===== config.mk =====
export PLATFORM = sky130hd
export DESIGN_NAME = phy_lane_arbiter
export DESIGN_NICKNAME = d
export VERILOG_FILES = /design/src/rtl/phy_lane_arbiter.sv
export SDC_FILE = /design/constraint.sdc
export NUM_CORES = 1
export LEC_CHECK = 0
export CAP_MARGIN = 30
export CORE_UTILIZATION = 48
export CTS_CLUSTER_SIZE = 40
export DETAILED_ROUTE_END_ITERATION = 16
export PLACE_DENSITY = 0.95
export SETUP_SLACK_MARGIN = 0.15
export SKIP_LAST_GASP = 1
export SLEW_MARGIN = 20
export SYNTH_ARGS = -nofsm -noshare
export SYNTH_HDL_FRONTEND = slang
export SYNTH_SLANG_ARGS = --single-unit

===== constraint.sdc =====
create_clock -name clk4f -period 6.1 [get_ports clk4f]
set_input_delay 0.915 -clock clk4f [delete_from_list [all_inputs] [get_ports clk4f]]
set_output_delay 0.915 -clock clk4f [all_outputs]
set_load 0.02 [all_outputs]

===== src/rtl/phy_lane_arbiter.sv =====
// Round-robin arbiter sharing one PHY transmit channel among four lane requesters; optional lane 0 priority via PHY_ARB_LANE0_PRIO_EN.
// Latency: grant 1 cycle after req in IDLE; word registered 1 cycle after the transfer cycle.
// Backpressure: ready_in low with valid_out high stalls transfers, holding grant and burst count.
module phy_lane_arbiter #(
    parameter int MAX_BURST = 4,
    parameter int WIDTH     = 9
) (
    input  logic             clk4f,
    input  logic             reset_L,
    input  logic [3:0]       req,
    input  logic [WIDTH-1:0] paralelo0,
    input  logic [WIDTH-1:0] paralelo1,
    input  logic [WIDTH-1:0] paralelo2,
    input  logic [WIDTH-1:0] paralelo3,
    input  logic             ready_in,
    output logic [3:0]       grant,
    output logic [WIDTH-1:0] data_out,
    output logic [1:0]       lane_out,
    output logic             valid_out
);

    typedef enum logic {S_IDLE, S_OWN} state_t;

    localparam logic [3:0] BURST_LAST = 4'(MAX_BURST - 1);

    state_t           state_q;
    logic [1:0]       owner_q;
    logic [1:0]       rr_ptr_q;
    logic [3:0]       burst_cnt_q;
    logic [3:0]       grant_q;
    logic [WIDTH-1:0] data_q;
    logic [1:0]       lane_q;
    logic             valid_q;

    logic [WIDTH-1:0] lane_word [4];
    logic [3:0]       owner_mask;
    logic             load_en;
    logic             xfer;
    logic             burst_end;
    logic             release_own;
    logic [3:0]       others;
    logic [3:0]       scan_req_d;
    logic [1:0]       scan_start_d;
    logic             pick_vld_d;
    logic [1:0]       owner_d;

    // First set bit of r, scanning start, start+1, ... modulo 4.
    function automatic logic [1:0] rr_pick(input logic [3:0] r, input logic [1:0] start);
        logic [1:0] idx;
        logic       found;
        rr_pick = start;
        found   = 1'b0;
        for (int i = 0; i < 4; i++) begin
            idx = start + 2'(i);
            if (!found && r[idx]) begin
                rr_pick = idx;
                found   = 1'b1;
            end
        end
    endfunction

    always_comb begin
        lane_word[0] = paralelo0;
        lane_word[1] = paralelo1;
        lane_word[2] = paralelo2;
        lane_word[3] = paralelo3;
    end

    assign owner_mask = 4'b0001 << owner_q;
    assign load_en    = !valid_q || ready_in;
    assign xfer       = (state_q == S_OWN) && req[owner_q] && load_en;

`ifdef PHY_ARB_LANE0_PRIO_EN
    assign burst_end  = xfer && (burst_cnt_q == BURST_LAST) && (owner_q != 2'd0);
`else
    assign burst_end  = xfer && (burst_cnt_q == BURST_LAST);
`endif

    assign release_own = (state_q == S_OWN) && (!req[owner_q] || burst_end);
    assign others      = req & ~owner_mask;

    // A forced rotation skips the owner unless nobody else is waiting.
    always_comb begin
        scan_req_d   = req;
        scan_start_d = rr_ptr_q;
        if (state_q == S_OWN) begin
            scan_start_d = owner_q + 2'd1;
            if (burst_end && (others != 4'b0000)) begin
                scan_req_d = others;
            end
        end
        pick_vld_d = |scan_req_d;
`ifdef PHY_ARB_LANE0_PRIO_EN
        owner_d = scan_req_d[0] ? 2'd0 : rr_pick(scan_req_d, scan_start_d);
`else
        owner_d = rr_pick(scan_req_d, scan_start_d);
`endif
    end

    always_ff @(posedge clk4f or negedge reset_L) begin
        if (!reset_L) begin
            state_q     <= S_IDLE;
            owner_q     <= 2'd0;
            rr_ptr_q    <= 2'd0;
            burst_cnt_q <= 4'd0;
            grant_q     <= 4'b0000;
            data_q      <= '0;
            lane_q      <= 2'd0;
            valid_q     <= 1'b0;
        end else begin
            if (xfer) begin
                data_q  <= lane_word[owner_q];
                lane_q  <= owner_q;
                valid_q <= 1'b1;
            end else if (valid_q && ready_in) begin
                valid_q <= 1'b0;
            end

            if (state_q == S_IDLE) begin
                if (pick_vld_d) begin
                    state_q     <= S_OWN;
                    owner_q     <= owner_d;
                    grant_q     <= 4'b0001 << owner_d;
                    burst_cnt_q <= 4'd0;
                end
            end else begin
                if (release_own) begin
                    rr_ptr_q    <= owner_q + 2'd1;
                    burst_cnt_q <= 4'd0;
                    if (pick_vld_d) begin
                        owner_q <= owner_d;
                        grant_q <= 4'b0001 << owner_d;
                    end else begin
                        state_q <= S_IDLE;
                        grant_q <= 4'b0000;
                    end
                end else if (xfer) begin
                    burst_cnt_q <= burst_cnt_q + 4'd1;
                end
            end
        end
    end

    assign grant     = grant_q;
    assign data_out  = data_q;
    assign lane_out  = lane_q;
    assign valid_out = valid_q;

endmodule


== Yosys cells after proc, flatten, opt, wreduce, memory -nomap -nowiden ==
Index checks and enable logic that the tools add are counted.
Word-level totals
  register bits: 25
  output and inout port bits: 16
Operators by class
  shifts and indexed selects: 2
  eq/ne operators: 3
  multiplexer cells: 38
  $lt $le $gt $ge: 6
  bitwise gates (word level): 3
  reductions and logical operators: 23
  add/subtract/negate cells: 5
Operators with widths (number)
  $mux 4: 10
  $bmux 9 s2: 1
  $mux 9: 2
  $lt 2x3->1 const B: 5
  $mux 2: 7
  $mux 1: 13
  $bmux 1 s2: 5
  $logic_and 1x1->1: 9
  $shl 1x2->4 const A: 2
  $reduce_and 2->1: 3
  $logic_not 1->1: 5
  $add 2x1->2 const B: 2
  $add 2x2->2 const B: 2
  $add 4x1->4 const B: 1
  $and 4x4->4: 1
  $eq 4x2->1 const B: 1
  $not 4->4: 1
  $reduce_bool 2->1: 2
  $reduce_bool 4->1: 1
  $reduce_or 4->1: 1
  $ge 3x3->1 const B: 1
  $ne 3x1->1 const B: 1
  $not 2->3: 1
  $logic_or 1x1->1: 2
  $ne 2x1->1 const B: 1

== Depth between registers and ports, before layout ==
  depth in word-level cells: 24
  gate-level depth with buffers: 11
  mapped depth without buffers: 9

== Worst setup path after synthesis ==
OpenSTA, ideal clock, no wires.
  kind: register to register
  from: register owner_q[0]
  to: register grant_q[0], in the netlist grant[0]
  arrival time: 2.777 ns
  stages on the path, launching flop included: 11
  required time: 5.979 ns
  buffers on the path: 2
  clock period less this slack: 2.898 ns
  setup time: 0.121 ns
  setup slack: 3.202 ns
  cells stage by stage: dfrtp_1 -> buf_6 -> clkbuf_1 -> inv_1 -> ha_1 -> mux2_2 -> a211oi_1 -> or3b_2 -> o2111ai_1 -> nor2_1 -> a22o_1
On the way
  cells in the longest elaborated chain, start to end: 24
RTL lines
  start, declared: line 27  | logic [1:0] owner_q;
  start signal, assigned: line 122  | owner_q <= owner_d;
  start signal, assigned: line 131  | owner_q <= owner_d;
  $bmux 1 s2: line 71, 79
  $mux 1 (not written as such): line 71, 79
  $logic_and 1x1->1 (2 in series): line 71  | assign xfer = (state_q == S_OWN) && req[owner_q] && load_en;
  $logic_and 1x1->1: line 76  | assign burst_end = xfer && (burst_cnt_q == BURST_LAST);
  $logic_and 1x1->1: line 88  | if (burst_end && (others != 4'b0000)) begin
  $mux 4: line 88
  $mux 4: line 86  | if (state_q == S_OWN) begin
  $bmux 1 s2: line 55  | if (!found && r[idx]) begin
  [... 7 more ...]
  $mux 1: line 55
  $logic_not 1->1: line 55
  $logic_and 1x1->1: line 55
  $mux 2: line 55
  $shl 1x2->4: line 123, 132
  $mux 4: line 130  | if (pick_vld_d) begin
  $mux 4: line 127  | if (release_own) begin
  $mux 4: line 119  | if (state_q == S_IDLE) begin
  end signal, assigned: line 123  | grant_q <= 4'b0001 << owner_d;
  end signal, assigned: line 132  | grant_q <= 4'b0001 << owner_d;
  end, declared: line 30  | logic [3:0] grant_q;
Parallel ways exist; a longest one is shown, timed or not. The select of a mux whose other input is x is not followed.
A chain may end at the register's enable or synchronous reset.

== Worst setup path in the final report ==
  from: register owner_q[0]
  to: register grant_q[2], in the netlist grant[2]
Same word-level chain as after synthesis.

==> results.py <==
metrics = {
    "cts": {
        "cts-resized-gates": 0,
        "cts_buffer_depth": 2,
        "cts_root_buf": "clkbuf_4",
        "holdBufCountCts": 0,
        "cts_made_buffers": 3,
        "htree_levels": 1,
        "path_clk_slew_ns": 0.13,
        "cts_tree": "built",
        "cts_num_sinks": 25,
        "clk_latency_ns": 0.33,
        "cts_setup_buffers": 0,
    },
    "global_route": {
        "grt_pass1_vias": 1549,
        "grt_max_degree": 18,
        "grt_first_pass_wirelength_um": 7090,
        "antenna_found_initial": 0,
        "grt.total_usage_pct": 26.4,
        "gr-total-overflow": 0,
    },
    "worst_hold_path": {
        "hold_path.startpoint": "rr_ptr_q[0]$_DFFE_PN0P_",
        "hp-class": "flip-flop to flip-flop",
    },
    "logic_synthesis": {
        "synth_seq_area_share_pct": 37.8,
        "yosys_register_bits": 25,
        "synth_edf_count": 0,
        "synth-main-ff-cell": "dfrtp_1",
        "async_flop_share_pct": 100,
        "synth_area_per_cell_um2": 11.2,
        "synth_cells": 148,
        "syn_area_um2": 1660,
        "yosysWarnings": 0,
        "synth.distinct_cells": 47,
        "syn_nets": 196,
    },
    "setup_path": {
        "critPathMaxFanout": 17,
        "arrival_ns": 3.39,
        "crit_path_end_kind": "flip-flop",
        "worstPathRequired_ns": 6.32,
        "setup.worst_path.start": "owner_q[0]$_DFFE_PN0P_",
        "crit_type": "flip-flop to flip-flop",
        "worst-path-buf-inv": 1,
        "crit_chain": "inv_1, ha_1, o2111ai_2, a41oi_1, a2111o_1, nand2_4, nor2b_1, a22o_1",
        "critPathMaxStageDelay_ns": 0.92,
        "slowest_stage": "dfrtp_1",
        "cp-start-kind": "flip-flop",
        "critical-path-top-delay-family": "compound AO/OA/AOI/OAI gates",
        "rr_startpoint": "owner_q[0]$_DFFE_PN0P_",
    },
    "cells_and_area": {
        "final_common_cell": "clkdlybuf4s50_1",
        "syn2layout_area_growth_pct": 39.0,
        "layout_common_cells": "clkdlybuf4s50_1, dfrtp_1, mux2_2, nand2_1, o21ai_0",
        "fin_util_pct": 73.0,
        "nets": 254,
        "regArea_um2": 626,
        "fin_cells": 249,
        "drive_above_1_share_pct": 16.6,
        "num-fill-cells": 226,
        "num_antenna_cells": 0,
        "multiInputGateArea_um2": 968,
    },
    "place": {
        "gp_congestion": 1.06,
        "hpwl_um": 3430,
        "place_inst": 245,
        "port_buffers": 58,
    },
    "sta": {
        "slew_headroom_pct": 43.4,
        "period_minus_slack_ns": 3.17,
        "skew_ns": 0.0102,
        "fin_crit_sh_pct": 52.0,
        "worst_pin_slew_ns": 0.849,
        "max_freq_mhz": 315,
        "rsz0062_at_grt": "false",
        "drv_slew": 0,
        "hold_viol": 0,
        "tns_ns": 0,
        "finalSetupViolCount": 0,
    },
    "pwr": {
        "switching_power_w": 0.000433,
        "p_leak_nw": 0.936,
        "seqPwrFrac_pct": 31.0,
        "power.total_w": 0.00101,
        "clock_power_share_pct": 7.3,
        "ir_worst_vdd_v": 0.000446,
        "combPwrFrac_pct": 61.7,
        "power_density_nw_per_um2": 441,
        "p_int_w": 0.000581,
        "swShare_pct": 42.7,
    },
    "outcome": {
        "status": "completed",
    },
    "floorplan": {
        "num_io_pins": 59,
        "fp.dieW_um": 60.7,
        "start_util_pct": 52.5,
        "die_y_um": 60.7,
        "fp-row-count": 20,
        "dieArea_um2": 3690,
        "core_region_area_um2": 3150,
    },
    "routing": {
        "drc_errors": 0,
        "vias": 1489,
        "vias_per_cell": 5.98,
        "drt-total-wl_um": 4340,
        "drt-pass1-iter-count": 4,
        "wl_per_cell_um": 17.4,
        "detail_route.iter0.violations": 117,
        "postRouteAntennaNets": 0,
    },
    "flow_run": {
        "maxCapViolCount": 0,
    },
}
[sequential cells by signal (all words and copies together) (netlist names)]
name and flops:
burst_cnt_q 4, data_out 9, grant 4, lane_out 2, owner_q 2, rr_ptr_q 2
state_q 1, valid_out 1
[path summary, 6_finish.rpt]
check / endpoint / slack [ns] / depth (start not counted)
worst max-delay path: grant[2]$_DFFE_PN0P_ / 2.93 / 8
worst min-delay path: rr_ptr_q[0]$_DFFE_PN0P_ / 0.51 / 2
worst max register to register: grant[2]$_DFFE_PN0P_ / 2.93 / 8
worst min register to register: rr_ptr_q[0]$_DFFE_PN0P_ / 0.51 / 2
max in group asynchronous: rr_ptr_q[1]$_DFFE_PN0P_ / 4.77 / 2
min in group asynchronous: data_out[4]$_DFFE_PN0P_ / 0.87 / 1
[per-stage QoR]
step	setup slack [ns]	cell area, µm²	hold slack, ns
3_5_place_dp	2.73	2270	0.476
5_1_grt	2.71	2300	0.539
4_1_cts	2.94	2300	0.506
6_report	2.93	2300	0.513
2_1_floorplan	3.20	1660	0.442
3_3_place_gp	2.90	2260	0.460
[cells by family (layout without fill, tap and decap cells)]
group	count (synthesis)	in the layout	share of synthesized area, %
AOI/OAI and AO/OA	42	42	19.4
and+or+nand+nor	37	37	12.2
muxes	25	25	23.0
DFF	25	25	37.8
buffers and inverters	14	71	3.78
adders and majority gates	5	5	3.78
[synth_stat cells, types with 2 or more instances]
library cell	number	area share [%]
mux2_2	12	8.2
dfrtp_1	25	38
o21ai_0	9	2.7
nor2_1	6	1.4
nand3_1	2	0.60
nand2b_1	5	1.9
a22o_1	3	1.6
mux4_2	8	11
or2_2	2	0.76
a41oi_1	2	1.1
o31ai_1	2	0.91
inv_1	8	1.8
nand2_1	11	2.5
nand4_1	3	1.1
ha_1	5	3.8
mux2i_1	4	2.4
clkbuf_1	3	0.68
a21oi_1	8	2.4
buf_2	2	0.60
[cell type report]
type	count	area share, %
multi-input combinational	109	42.1
inverter	8	1.30
clock inverter	1	0.217
timing repair buffer	59	25.9
clock buffer	3	0.978
tap	44	2.39
sequential	25	27.2
[per-layer routing]
layer / global-route usage, % / wire [µm] / part of all wire [%]
met5: 0 / 0 / 0
met2: 49.5 / 2370 / 55
met4: 8.12 / 88 / 2.0
met1: 30.4 / 1650 / 38
met3: 4.90 / 235 / 5.4
[tightest hold or removal path, delay by kind of cell (launching register included)]
family             cells  cell delay, ns
AOI/OAI and AO/OA      1            0.07
and+or+nand+nor        1            0.05
DFF                    1            0.37
[power by group through the flow]
stage	registers (W)	logic [W]	clock network, W
after floorplan	0.000340	0.000389	0
after detailed placement	0.000319	0.000622	0
after CTS	0.000315	0.000625	0.0000768
final	0.000314	0.000625	0.0000745
after global routing	0.000325	0.000674	0.0000837
after global placement	0.000312	0.000599	0
No activity file was read; power rests on OpenSTA's default activity.
